==> config.mk <==
export PLATFORM = sky130hd
export DESIGN_NAME = eic_core_responder
export DESIGN_NICKNAME = d
export VERILOG_FILES = /design/src/rtl/eic_pkg.sv /design/src/rtl/eic_ipl_stack.sv /design/src/rtl/eic_core_responder.sv
export SDC_FILE = /design/constraint.sdc
export NUM_CORES = 1
export LEC_CHECK = 0
export ABC_AREA = 1
export CAP_MARGIN = 30
export CORE_UTILIZATION = 45
export CTS_CLUSTER_DIAMETER = 60
export CTS_CLUSTER_SIZE = 10
export DETAILED_ROUTE_END_ITERATION = 7
export HOLD_SLACK_MARGIN = 0.02
export PLACE_DENSITY_LB_ADDON = 0.25
export SLEW_MARGIN = 25
export SYNTH_ARGS = -nofsm -noshare
export SYNTH_HDL_FRONTEND = slang
export SYNTH_HIERARCHICAL = 1
export SYNTH_SLANG_ARGS = --single-unit
==> constraint.sdc <==
create_clock -name CLK -period 1.95 [get_ports CLK]
set_input_delay 0.39 -clock CLK [delete_from_list [all_inputs] [get_ports CLK]]
set_output_delay 0.39 -clock CLK [all_outputs]
set_load 0.05 [all_outputs]
==> src/rtl/eic_pkg.sv <==
// Shared definitions for the core-side EIC responder: FSM encoding,
// field widths and the default handler vector base.
package eic_pkg;

    localparam int IPL_W = 8;
    localparam int IVN_W = 6;
    localparam int ION_W = 17;
    localparam int OFF_W = 18;

    localparam logic [OFF_W-1:0] VECTOR_BASE = 18'h200;

    typedef enum logic [1:0] {
        ST_READY = 2'd0,
        ST_QUAL  = 2'd1,
        ST_ACK   = 2'd2,
        ST_GUARD = 2'd3
    } eic_state_t;

    // Handler byte offset: either the eic-supplied offset (bit 0 forced to 0)
    // or base + vector * spacing, truncated to 18 bits.
    function automatic logic [OFF_W-1:0] calc_offset(
        input logic             use_offset,
        input logic [ION_W-1:0] offset,
        input logic [IVN_W-1:0] vector,
        input int               spacing
    );
        logic [OFF_W-1:0] vec_ext;
        logic [OFF_W-1:0] sp;
        vec_ext = {{(OFF_W-IVN_W){1'b0}}, vector};
        sp      = OFF_W'(spacing);
        if (use_offset) begin
            calc_offset = {offset, 1'b0};
        end else begin
            calc_offset = VECTOR_BASE + vec_ext * sp;
        end
    endfunction

endpackage

==> src/rtl/eic_ipl_stack.sv <==
// LIFO of interrupted priority levels. A simultaneous push and pop leaves
// the contents and count untouched (the pushed value is the one popped),
// so dout keeps showing the previous top.
module eic_ipl_stack
    import eic_pkg::*;
#(
    parameter int NEST_DEPTH = 4
) (
    input  logic             clk,
    input  logic             rst_n,
    input  logic             push,
    input  logic             pop,
    input  logic [IPL_W-1:0] din,
    output logic [IPL_W-1:0] dout,
    output logic [3:0]       count,
    output logic             empty,
    output logic             full
);

    // Storage is always 8 entries; NEST_DEPTH only limits how many are used.
    logic [IPL_W-1:0] mem [8];
    logic [3:0]       top_idx;

    assign empty   = (count == 4'd0);
    assign full    = (count == 4'(NEST_DEPTH));
    assign top_idx = count - 4'd1;
    assign dout    = empty ? '0 : mem[top_idx[2:0]];

    // Push writes above the current top; pop only moves the count down.
    always_ff @(posedge clk or negedge rst_n) begin
        if (!rst_n) begin
            count <= 4'd0;
            for (int i = 0; i < 8; i++) begin
                mem[i] <= '0;
            end
        end else if (push && !pop) begin
            if (!full) begin
                mem[count[2:0]] <= din;
                count           <= count + 4'd1;
            end
        end else if (pop && !push) begin
            if (!empty) begin
                count <= count - 4'd1;
            end
        end
    end

endmodule

==> src/rtl/eic_core_responder.sv <==
// Core-side EIC responder: qualifies requests above the current IPL,
// acknowledges them, stacks the interrupted level and returns the handler
// target. cpu_eret restores the previous level from the stack.
//
// Handshake: a take is a single-cycle pulse (SI_IAck == irq_take) issued
// from the ACK state; there is no back-pressure, the eic must accept it.
// After a take the request inputs are ignored for GUARD_CYCLES cycles.
module eic_core_responder
    import eic_pkg::*;
#(
    parameter int NEST_DEPTH     = 4,
    parameter int QUAL_CYCLES    = 1,
    parameter int GUARD_CYCLES   = 2,
    parameter bit USE_OFFSET     = 1'b0,
    parameter int VECTOR_SPACING = 32
) (
    input  logic             CLK,
    input  logic             RESETn,
    input  logic [IPL_W-1:0] EIC_Interrupt,
    input  logic [IVN_W-1:0] EIC_Vector,
    input  logic [ION_W-1:0] EIC_Offset,
    input  logic [3:0]       EIC_ShadowSet,
    input  logic             cpu_ie,
    input  logic             cpu_eret,
    output logic             SI_IAck,
    output logic [IPL_W-1:0] SI_IPL,
    output logic [IVN_W-1:0] SI_IVN,
    output logic [ION_W-1:0] SI_ION,
    output logic             irq_take,
    output logic [OFF_W-1:0] irq_offset,
    output logic [3:0]       irq_shadowset,
    output logic [3:0]       nest_level,
    output logic             err_underflow
);

    localparam logic [2:0] QUAL_LAST  = 3'(QUAL_CYCLES);
    localparam logic [7:0] GUARD_LAST = 8'(GUARD_CYCLES - 1);

    // FSM state is kept visible under a plain name for probing.
    eic_state_t       state, state_next;
    logic [2:0]       qcnt, qcnt_next;
    logic [7:0]       gcnt, gcnt_next;
    logic [IPL_W-1:0] req_lvl, req_lvl_next;

    logic             take;
    logic             eligible;
    logic [IPL_W-1:0] stk_dout;
    logic [3:0]       stk_count;
    logic             stk_empty;
    logic             stk_full;
    logic [OFF_W-1:0] off_calc;
    logic [OFF_W-1:0] off_q;

    assign take     = (state == ST_ACK);
    assign SI_IAck  = take;
    assign irq_take = take;
    assign eligible = cpu_ie && (EIC_Interrupt > SI_IPL) && !stk_full;
    assign off_calc = calc_offset(USE_OFFSET, EIC_Offset, EIC_Vector, VECTOR_SPACING);
    // Offset is presented during the take cycle and held afterwards.
    assign irq_offset = take ? off_calc : off_q;
    assign nest_level = stk_count;

    eic_ipl_stack #(
        .NEST_DEPTH(NEST_DEPTH)
    ) u_stack (
        .clk   (CLK),
        .rst_n (RESETn),
        .push  (take),
        .pop   (cpu_eret),
        .din   (SI_IPL),
        .dout  (stk_dout),
        .count (stk_count),
        .empty (stk_empty),
        .full  (stk_full)
    );

    // FSM state and counter registers.
    always_ff @(posedge CLK or negedge RESETn) begin
        if (!RESETn) begin
            state   <= ST_READY;
            qcnt    <= 3'd0;
            gcnt    <= 8'd0;
            req_lvl <= '0;
        end else begin
            state   <= state_next;
            qcnt    <= qcnt_next;
            gcnt    <= gcnt_next;
            req_lvl <= req_lvl_next;
        end
    end

    // Next-state: qualify a stable eligible request, ack it, then guard.
    always_comb begin
        state_next   = state;
        qcnt_next    = qcnt;
        gcnt_next    = gcnt;
        req_lvl_next = req_lvl;
        case (state)
            ST_READY: begin
                if (eligible) begin
                    if (QUAL_CYCLES == 0) begin
                        state_next = ST_ACK;
                    end else begin
                        state_next   = ST_QUAL;
                        qcnt_next    = 3'd1;
                        req_lvl_next = EIC_Interrupt;
                    end
                end
            end
            ST_QUAL: begin
                // A return changes SI_IPL, so restart qualification from READY.
                if (!eligible || (EIC_Interrupt != req_lvl) || cpu_eret) begin
                    state_next = ST_READY;
                end else if (qcnt == QUAL_LAST) begin
                    state_next = ST_ACK;
                end else begin
                    qcnt_next = qcnt + 3'd1;
                end
            end
            ST_ACK: begin
                gcnt_next = 8'd0;
                if (GUARD_CYCLES == 0) begin
                    state_next = ST_READY;
                end else begin
                    state_next = ST_GUARD;
                end
            end
            ST_GUARD: begin
                if (gcnt == GUARD_LAST) begin
                    state_next = ST_READY;
                end else begin
                    gcnt_next = gcnt + 8'd1;
                end
            end
            default: state_next = ST_READY;
        endcase
    end

    // In-service level, handler target latches and sticky underflow flag.
    always_ff @(posedge CLK or negedge RESETn) begin
        if (!RESETn) begin
            SI_IPL        <= '0;
            SI_IVN        <= '0;
            SI_ION        <= '0;
            irq_shadowset <= 4'd0;
            off_q         <= '0;
            err_underflow <= 1'b0;
        end else begin
            if (take) begin
                SI_IVN        <= EIC_Vector;
                SI_ION        <= EIC_Offset;
                irq_shadowset <= EIC_ShadowSet;
                off_q         <= off_calc;
                // Return in the take cycle pops the level just pushed.
                if (!cpu_eret) begin
                    SI_IPL <= EIC_Interrupt;
                end
            end else if (cpu_eret) begin
                if (stk_empty) begin
                    err_underflow <= 1'b1;
                end else begin
                    SI_IPL <= stk_dout;
                end
            end
        end
    end

endmodule

---- After elaboration in Yosys (flattened, before gate mapping) ----
Index checks and enable logic that the tools add are counted.
word-level totals
  output and inout port bits .............. 60
  bits of input ports ..................... 39
  register bits after elaboration ......... 143
  word-level logic and storage cells ...... 100
cells by class
  reductions and logical operators ........ 25
  add/sub/neg operators ................... 5
  $lt $le $gt $ge ......................... 4
  bitwise logic cells ..................... 4
  eq/ne operators ......................... 17
  muxes and demuxes ....................... 26
operators with widths
  cell                      number
  $bwmux W64                1
  $mux W8                   8
  $bmux W8 S3               1
  $demux W8 S3              1
  $mux W18                  1
  $mux W4                   4
  $pmux W8 S2               1
  $ne A2 B2 Y1 const B      7
  $add A10 B11 Y12 const A  1
  $reduce_and A3 Y1         4
  $mux W3                   3
  $add A8 B1 Y8 const B     1
  $eq A8 B1 Y1 const B      1
  $ge A4 B4 Y1 const B      2
  $gt A8 B8 Y1              1
  $mux W2                   4
  $ne A8 B8 Y1              1
  $not A3 Y4                2
  $pmux W2 S4               1
  $reduce_bool A2 Y1        4
  $pmux W3 S2               1
  $reduce_and A2 Y1         3
  $logic_and A1 B1 Y1       5
  $add A4 B1 Y4 const B     1
  other kinds (15)          22

---- Depth between registers and ports, before layout ----
Gate-level depths: netlist of the first run.
  depth after elaboration ................. 8
  depth in mapped cells ................... 14
  mapped depth without buffers ............ 13

---- Modules after synthesis ----
Netlist of the first run, hierarchy kept.
modules (own cells, without submodules)
  module              area an instance (um^2)  cells each  times used  seq. area each (um^2)
  eic_ipl_stack       3604.7                   485         1           1701.6
  eic_core_responder  3445.8                   410         1           1876.8

---- Worst setup path before layout of the first run ----
Ideal clock, no wire load.
  kind .................................... reg-to-reg
  start point ............................. register u_stack.count[0]
  end point ............................... register SI_IPL[6]
  cell stages (with the launch flop) ...... 14
  slack ................................... -0.474 ns
  period minus slack after synthesis ...... 2.424 ns
  setup time .............................. 0.127 ns
  arrival time ............................ 2.297 ns
  required time ........................... 1.823 ns
  buffers on the path ..................... 4
  path through ............................ dfrtp_1 > inv_2 > buf_2 > buf_2 > ha_1 > buf_2 > clkinv_1 > buf_2 > nand3_1 > nand2_1 > nor2_1 > nor2_1 > o211ai_1 > o21ai_1
between the ends
  word-level cells in the longest chain between the ends .. 8
  elaborated cells between the ends (all ways) .. 11
  those cells by class .................... add/sub: 1; eq/ne: 1; mux: 6; bitwise: 1; reduce/logical: 2
RTL lines
  what                                        line                       RTL
  start, declared                             eic_ipl_stack.sv:15        output logic [3:0] count,
  start signal, assigned                      eic_ipl_stack.sv:39        count <= count + 4'd1;
  start signal, assigned                      eic_ipl_stack.sv:43        count <= count - 4'd1;
  $sub A4 B1 Y4                               eic_ipl_stack.sv:26        assign top_idx = count - 4'd1;
  named net u_stack.top_idx[0]                eic_ipl_stack.sv:22        logic [3:0] top_idx;
  $not A3 Y4 (implied by the code)            eic_ipl_stack.sv:27        assign dout = empty ? '0 : mem[top_idx[2:0]];
  $bmux W8 S3                                 eic_ipl_stack.sv:27
  $mux W8 (implied by the code) (2 in a row)  eic_ipl_stack.sv:27
  named net stk_dout[6]                       eic_core_responder.sv:47   logic [IPL_W-1:0] stk_dout;
  $mux W8                                     eic_core_responder.sv:159  if (stk_empty) begin
  $mux W8                                     eic_core_responder.sv:158  end else if (cpu_eret) begin
  $mux W8                                     eic_core_responder.sv:149  if (take) begin
  end signal, assigned                        eic_core_responder.sv:156  SI_IPL <= EIC_Interrupt;
  end signal, assigned                        eic_core_responder.sv:162  SI_IPL <= stk_dout;
  end, declared                               eic_core_responder.sv:26   output logic [IPL_W-1:0] SI_IPL,
The timed path passes the listed nets, and every way through them passes these cells. The select of a mux whose other input is x is not followed.
A chain may end at the register's enable or synchronous reset.

==> insert_results.sql, run 1 <==
INSERT INTO impl_metrics (metric_group, metric, value, unit) VALUES
('outcome', 'outcome', 'finished, violations left', ''),
('outcome', 'violations', 'setup timing', ''),
('route', 'detail_route.iter0.violations', '515', ''),
('logic_synthesis', 'cell_taking_the_most_area_after_synthesis', 'sky130_fd_sc_hd__dfrtp_1', ''),
('floorplan', 'core_region_area', '0.01526', 'sq mm'),
('logic_synthesis', 'synth_edf_count', '0', ''),
('clock_tree', 'cts_made_buffers', '17', ''),
('timing', 'finalCritPeriodShare', '103.3', '%'),
('hold_path', 'hp-class', 'in -> reg', ''),
('pwr', 'peakVddDrop', '894.8', 'uV'),
('place', 'finalWeightedCongestion', '0.8261', ''),
('critical_path', 'worst_r2r_path_cells', '10', ''),
('floorplan', 'initial_utilization', '46.21', '%'),
('logic_synthesis', 'syn_area_per_cell', '7.878', 'sq um'),
('logic_synthesis', 'dominant_combinational_cell_family_by_area_after_synthesis', 'simple AND/OR/NAND/NOR gates', ''),
('logic_synthesis', 'sequential_area_share_after_synthesis', '50.75', '%'),
('critical_path', 'timing.critical_path.arrival', '1620', 'ps'),
('place', 'port-buffer-count', '98', ''),
('floorplan', 'die-area', '0.01617', 'sq mm'),
('global_routing', 'number_of_global_route_vias_before_repair', '5677', ''),
('clock_tree', 'clock_sink_count', '143', ''),
('pwr', 'power.share.sequential', '29.0', '%'),
('clock_tree', 'clk_transition_reported_paths', '60', 'ps'),
('hold_path', 'hold_path_depth', '3', ''),
('critical_path', 'setup.worst_path.class', 'reg -> out', ''),
('logic_synthesis', 'synthFlopType', 'sky130_fd_sc_hd__dfrtp_1', ''),
('global_routing', 'first_pass_grt_wire_length', '27900', 'microns'),
('finish', 'layout_common_cells', 'sky130_fd_sc_hd__nand2_1 (304), sky130_fd_sc_hd__dfrtp_1 (138), sky130_fd_sc_hd__inv_1 (127), sky130_fd_sc_hd__o21ai_1 (65), sky130_fd_sc_hd__buf_4 (65)', ''),
('pwr', 'cell_pwr_density', '1297', 'mW/mm^2'),
('hold_path', 'hold_end', 'SI_IVN[4]$_DFFE_PN0P_', ''),
('route', 'drt_wl_total', '17600', 'microns'),
('logic_synthesis', 'muxShareOfSynthArea', '0', '%'),
('floorplan', 'pin_count', '99', ''),
('timing', 'max_freq', '496.3', 'MHz'),
('critical_path', 'crit_fanout', '8', ''),
('timing', 'setup-tns-final', '-703.3', 'ps'),
('floorplan', 'die_h', '127.2', 'microns'),
('logic_synthesis', 'yosys_warnings', '6', ''),
('logic_synthesis', 'synth.lib_cells_used.distinct', '39', ''),
('route', 'num_vias', '6147', ''),
('place', 'dpl.cell_count', '1212', ''),
('route', 'ant_nets', '0', ''),
('logic_synthesis', 'synth_fp_nets', '949', ''),
('global_routing', 'pin_count_of_the_biggest_net_entering_global_routing', '42', ''),
('timing', 'post-route-worst-setup-slack', '-64.93', 'ps'),
('critical_path', 'timing.rr.start', 'SI_IPL[7]$_DFFE_PN0P_', ''),
('hold_path', 'hold_start', 'EIC_Vector[4]', ''),
('finish', 'design.final.nets', '1099', ''),
('finish', 'multi_input_comb_area', '0.002920', 'sq mm'),
('timing', 'final-setup-viol-count', '19', ''),
('clock_tree', 'cts.htree.levels', '4', ''),
('logic_synthesis', 'synth-compound-area-share', '8.199', '%'),
('timing', 'finClkSkew', '7.143', 'ps'),
('timing', 'hold_viol_final', '0', ''),
('route', 'dr.pass1.iters', '5', ''),
('logic_synthesis', 'synthesized_flop_and_latch_total', '143', ''),
('pwr', 'leakagePower', '4.645', 'nW'),
('pwr', 'clock_power_share', '25.6', '%'),
('timing', 'slew_viol_final', '0', ''),
('global_routing', 'grt_antenna_before_repair', '1', ''),
('critical_path', 'r2r_slack', '130', 'ps'),
('clock_tree', 'worst_skew_pair.late_latency', '420', 'ps'),
('pwr', 'p_comb_share', '45.4', '%'),
('global_routing', 'groute.usage.overall', '22.18', '%'),
('critical_path', 'start_kind', 'register', ''),
('logic_synthesis', 'yosys.area_share.adder', '2.662', '%'),
('logic_synthesis', 'syn_area', '0.007051', 'sq mm'),
('place', 'dp_hpwl', '11330', 'microns'),
('logic_synthesis', 'synth_top_cells_by_area', 'sky130_fd_sc_hd__dfrtp_1 (51%), sky130_fd_sc_hd__nand2_1 (17%), sky130_fd_sc_hd__inv_1 (6.8%), sky130_fd_sc_hd__o21ai_1 (4.6%), sky130_fd_sc_hd__nand3_1 (3.8%)', ''),
('critical_path', 'regToRegEndpoint', 'req_lvl[6]$_DFFE_PN0P_', ''),
('critical_path', 'setup.worst_path.end_class', 'primary output', '');
-- registers in the layout, indices dropped and copies added, names as in the netlist, named ones only --
signal,count
u_stack/mem,64
off_q,18
SI_ION,17
SI_IPL,8
gcnt,8
req_lvl,8
SI_IVN,6
irq_shadowset,4
u_stack/count,4
qcnt,3
err_underflow,1
state,1
-- cell families after synthesis --
group                    Yosys count
AND/OR/NAND/NOR                  452
buffers and inverters            169
AO/OA/AOI/OAI                    107
flip-flops                       143
XOR/XNOR                           9
adder cells (fa/ha/maj)           15
-- repair_timing --
item,in CTS,in global routing
endpoints found under the setup margin,44,31
cloned,0,3
buffers inserted,7,15
pin swaps,4,5
endpoints found under the hold margin,32,0
resized for setup,72,32
hold buffers,1,0
-- metrics by stage --
stage               area (sq um)  utilization [%]  hold WS, ps  total power [mW]  worst slack, ps
global route                9590            62.85        307.2             13.19           -134.3
global placement            8488            55.63        317.0             9.176           -228.4
detailed placement          8488            55.63        320.7             9.211           -300.1
floorplan                   7146                -        94.41             7.357           -50.21
finish                      9590            62.85        293.6             12.44           -64.93
CTS                         9298            60.93        443.5             12.40           -85.03
-- power groups by stage --
stage	clock (mW)	sequential (mW)	combinational, mW
2_1_floorplan	0	4.46	2.89
4_1_cts	3.24	3.61	5.55
6_report	3.19	3.61	5.64
3_3_place_gp	0	3.66	5.52
5_1_grt	3.39	3.65	6.15
3_5_place_dp	0	3.66	5.55
-- layout make-up --
cell class,count,share of cell area [%]
clock buffers,22,4.840
multi-input cells,583,30.45
flip-flops and latches,143,37.38
clock inverters,10,1.174
repair inverters,2,0.2348
inverters,135,5.675
repair buffers,163,17.47
diodes,1,0.02609
well taps,211,2.753
-- worst max-delay path, stage by stage, from the launching register on --
cell	delay [ps]
sky130_fd_sc_hd__dfrtp_1	390
sky130_fd_sc_hd__inv_2	80
sky130_fd_sc_hd__nor2_4	40
sky130_fd_sc_hd__buf_12	140
sky130_fd_sc_hd__buf_12	130
sky130_fd_sc_hd__buf_4	140
sky130_fd_sc_hd__clkbuf_16	140
sky130_fd_sc_hd__buf_12	140
-- worst max path at each step --
stage / startpoint / end / slack, ps / cells past startpoint
2_1_floorplan: u_stack/count[0]$_DFFE_PN0P_ / SI_IPL[6]$_DFFE_PN0P_ / -50 / 13
4_1_cts: register / irq_offset[16] / -90 / 7
3_5_place_dp: EIC_Interrupt[3] / req_lvl[6]$_DFFE_PN0P_ / -300 / 12
5_1_grt: register / irq_offset[17] / -130 / 7
6_report: register / irq_take / -60 / 7
3_3_place_gp: EIC_Interrupt[7] / req_lvl[3]$_DFFE_PN0P_ / -230 / 10
-- layer usage --
metal  vias up  track usage, %  share of wire, %
met5         -               0                 0
met4         0           6.583               1.3
met3        19           6.700               6.8
met2       207           34.58                47
met1      2855           29.90                45
li1       3066               -                 -
-- synth_stat cells, types with 5 or more instances --
master / n
sky130_fd_sc_hd__nand2_1: 318
sky130_fd_sc_hd__dfrtp_1: 143
sky130_fd_sc_hd__inv_1: 127
sky130_fd_sc_hd__o21ai_1: 65
sky130_fd_sc_hd__nor2_1: 55
sky130_fd_sc_hd__nand3_1: 54
sky130_fd_sc_hd__o21ai_0: 19
sky130_fd_sc_hd__buf_2: 18
sky130_fd_sc_hd__ha_1: 15
sky130_fd_sc_hd__buf_6: 8
sky130_fd_sc_hd__o211ai_1: 8
sky130_fd_sc_hd__nand2_4: 7
sky130_fd_sc_hd__xor2_1: 7
sky130_fd_sc_hd__a21oi_1: 5
Power figures use the tool's default switching activity.
==> run 2: changes to the inputs <==
--- a/config.mk
+++ b/config.mk
@@ -13,6 +13,7 @@
 export DETAILED_ROUTE_END_ITERATION = 7
 export HOLD_SLACK_MARGIN = 0.02
 export PLACE_DENSITY_LB_ADDON = 0.25
+export SETUP_SLACK_MARGIN = 0.15
 export SLEW_MARGIN = 25
 export SYNTH_ARGS = -nofsm -noshare
 export SYNTH_HDL_FRONTEND = slang
==> constraint.sdc (replaced) <==
create_clock -name CLK -period 2.15 [get_ports CLK]
set_input_delay 0.43 -clock CLK [delete_from_list [all_inputs] [get_ports CLK]]
set_output_delay 0.43 -clock CLK [all_outputs]
set_load 0.05 [all_outputs]
==> insert_results.sql, run 2 (synthesized netlist as in run 1, its figures left out) <==
INSERT INTO impl_metrics (metric_group, metric, value, unit) VALUES
('timing', 'fin_worst_hold_slack', '464.3', 'ps'),
('finish', 'largest_regs', 'u_stack/mem x64, off_q x18, SI_ION x17', ''),
('global_routing', 'grt_antenna_before_repair', '0', ''),
('finish', 'nFillCells', '1325', ''),
('timing', 'period_minus_slack', '2039', 'ps'),
('timing', 'hold_viol_final', '0', ''),
('place', 'dpl.cell_count', '1200', ''),
('finish', 'antenna_fix_cells', '0', ''),
('finish', 'commonest_non_fill_non_tap_cell_in_the_layout', 'sky130_fd_sc_hd__nand2_1', ''),
('clock_tree', 'cts_tree', 'built', ''),
('pwr', 'cell_pwr_density', '1207', 'mW/mm^2'),
('global_routing', 'grt_overflow_total', '0', ''),
('route', 'detail_route.iter0.violations', '469', ''),
('finish', 'area_growth', '33.19', '%'),
('global_routing', 'first_pass_grt_wire_length', '28990', 'microns'),
('global_routing', 'pin_count_of_the_biggest_net_entering_global_routing', '53', ''),
('clock_tree', 'cts.htree.levels', '4', ''),
('floorplan', 'floorplan_row_count', '45', ''),
('timing', 'slew_viol_final', '0', ''),
('finish', 'design.final.nets', '1086', ''),
('route', 'dr.pass1.iters', '5', ''),
('critical_path', 'cell_family_with_most_cp_delay', 'buffers and inverters', ''),
('floorplan', 'initial_utilization', '46.21', '%'),
('timing', 'final-setup-viol-count', '0', ''),
('pwr', 'leakagePower', '4.557', 'nW'),
('outcome', 'outcome', 'finished, final reports clean', ''),
('finish', 'number_of_flip_flops_under_the_largest_register_name', '64', ''),
('critical_path', 'worst_path_max_delay_cell', 'sky130_fd_sc_hd__dfrtp_1', ''),
('global_routing', 'groute.usage.overall', '22.99', '%'),
('finish', 'layout_common_cells', 'sky130_fd_sc_hd__nand2_1 (306), sky130_fd_sc_hd__dfrtp_1 (137), sky130_fd_sc_hd__inv_1 (127), sky130_fd_sc_hd__o21ai_1 (65), sky130_fd_sc_hd__nand3_1 (54)', ''),
('route', 'via_per_inst', '4.832', ''),
('place', 'port-buffer-count', '98', ''),
('place', 'preCtsSetupSlack', '-104.4', 'ps'),
('clock_tree', 'cts_made_buffers', '17', ''),
('job', 'drv_cap', '0', ''),
('place', 'finalWeightedCongestion', '0.8319', ''),
('global_routing', 'number_of_global_route_vias_before_repair', '5797', ''),
('timing', 'finalCritPeriodShare', '94.82', '%'),
('clock_tree', 'cts_max_path_buffers', '2', ''),
('critical_path', 'crit_fanout', '6', ''),
('critical_path', 'required', '1720', 'ps'),
('clock_tree', 'worst_skew_pair.late_latency', '420', 'ps'),
('critical_path', 'timing.critical_path.arrival', '1610', 'ps'),
('floorplan', 'die_w', '127.2', 'microns'),
('route', 'ant_nets', '0', ''),
('route', 'num_vias', '6069', ''),
('place', 'dp_hpwl', '11170', 'microns'),
('clock_tree', 'cts_root_buf', 'sky130_fd_sc_hd__clkbuf_16', ''),
('finish', 'top_register', 'u_stack/mem', ''),
('route', 'wire_per_inst', '13.71', 'microns'),
('critical_path', 'setup.worst_path.class', 'reg -> out', ''),
('timing', 'worst-slew-pin-transition', '544.7', 'ps'),
('hold_path', 'hp-class', 'reg -> reg', ''),
('critical_path', 'setup.worst_path.end_class', 'primary output', ''),
('critical_path', 'crit_chain', 'nor2_4 -> buf_12 -> buf_8 -> nand2_4 -> o21a_4 -> buf_6', ''),
('route', 'drt_drc_violations_left', '0', ''),
('finish', 'share_of_post_route_cells_with_drive_strength_above_1', '16.17', '%'),
('timing', 'max_freq', '490.5', 'MHz'),
('critical_path', 'slowest_delay', '410', 'ps'),
('clock_tree', 'clk_transition_reported_paths', '60', 'ps'),
('floorplan', 'core_region_area', '0.01526', 'sq mm'),
('floorplan', 'pin_count', '99', ''),
('pwr', 'peakVddDrop', '619.4', 'uV'),
('clock_tree', 'clock_sink_count', '143', ''),
('floorplan', 'die-area', '0.01617', 'sq mm'),
('timing', 'normalized_max_slew_margin', '63.83', '%'),
('finish', 'fin_cells', '1256', ''),
('route', 'drt_wl_total', '17230', 'microns'),
('timing', 'finClkSkew', '7.586', 'ps'),
('critical_path', 'start_kind', 'register', ''),
('critical_path', 'critPathBufInv', '3', ''),
('timing', 'rsz0062_at_grt', 'yes', ''),
('floorplan', 'die_h', '127.2', 'microns'),
('timing', 'post-route-worst-setup-slack', '111.3', 'ps');
[run 2: cell count changes in the layout (fill, tap and decap cells not counted), moves of 4 or more]
cell	before	now
sky130_fd_sc_hd__buf_12	14	7
sky130_fd_sc_hd__buf_4	65	48
sky130_fd_sc_hd__buf_8	14	9
sky130_fd_sc_hd__dlygate4sd2_1	24	37
sky130_fd_sc_hd__nor2_2	2	6
sky130_fd_sc_hd__buf_6	7	13
[run 2: final cells by class]
class / count / area [sq um] / share of cell area, %
Clock buffer: 22 / 474.2 / 5.050
Clock inverter: 10 / 158.9 / 1.692
Inverter: 135 / 534.3 / 5.690
Multi-Input combinational cell: 583 / 2887 / 30.74
Sequential cell: 143 / 3586 / 38.19
Tap cell: 211 / 264.0 / 2.811
Timing Repair Buffer: 152 / 1486 / 15.83
[run 2: routing by layer]
metal	vias to the layer above	routed length (microns)	share of wire (%)	global-route usage [%]
met1	2826	7662	44	30.71
met4	0	238	1.4	7.073
met3	21	1146	6.7	6.072
li1	3024	-	-	-
met5	-	0	0	0
met2	198	8178	47	36.72
[run 2: what timing repair did]
action                                 CTS  global route
setup endpoints to repair               61            34
pin swaps                                6             5
hold buffers                             1             0
gates resized for setup                 95            22
endpoints found under the hold margin   48             0
setup buffers                           13             9
gates cloned                             1             0
[run 2: worst paths after layout]
| path | end | from | slack, ps | depth (start not counted) |
|---|---|---|---|---|
| setup / recovery | irq_offset[9] | state[0]$_DFFE_PN0P_ | 110 | 6 |
| hold reg to reg | SI_ION[9]$_DFFE_PN0P_ | SI_ION[9]$_DFFE_PN0P_ | 460 | 2 |
| hold / removal | SI_ION[9]$_DFFE_PN0P_ | SI_ION[9]$_DFFE_PN0P_ | 460 | 2 |
| min in group asynchronous | SI_IVN[2]$_DFFE_PN0P_ | RESETn | 520 | 2 |
| max in group asynchronous | SI_IPL[5]$_DFFE_PN0P_ | RESETn | 920 | 3 |
| setup reg to reg | SI_IPL[1]$_DFFE_PN0P_ | u_stack/count[1]$_DFFE_PN0P_ | 280 | 9 |
[run 2: worst min-delay path: cells and delay by family (launching register included)]
family | cells | cell delay (ps)
DFF | 1 | 340
and+or+nand+nor | 2 | 90
[run 2: power breakdown]
| part | leakage [nW] | internal, mW | switching (mW) |
|---|---|---|---|
| sequential | 1.69 | 3.05 | 0.299 |
| clock | 0.306 | 2.03 | 1.11 |
| combinational | 2.56 | 1.60 | 3.25 |
| total | 4.56 | 6.68 | 4.66 |
[run 2: metrics by stage]
step	power [mW]	area, sq um	util [%]	TNS [ps]
5_1_grt	12.06	9390	61.54	0
3_3_place_gp	8.094	8337	54.64	-255.9
3_5_place_dp	8.124	8337	54.64	-753.7
4_1_cts	11.29	9250	60.62	0
2_1_floorplan	6.664	7111	-	0
6_report	11.33	9390	61.54	0
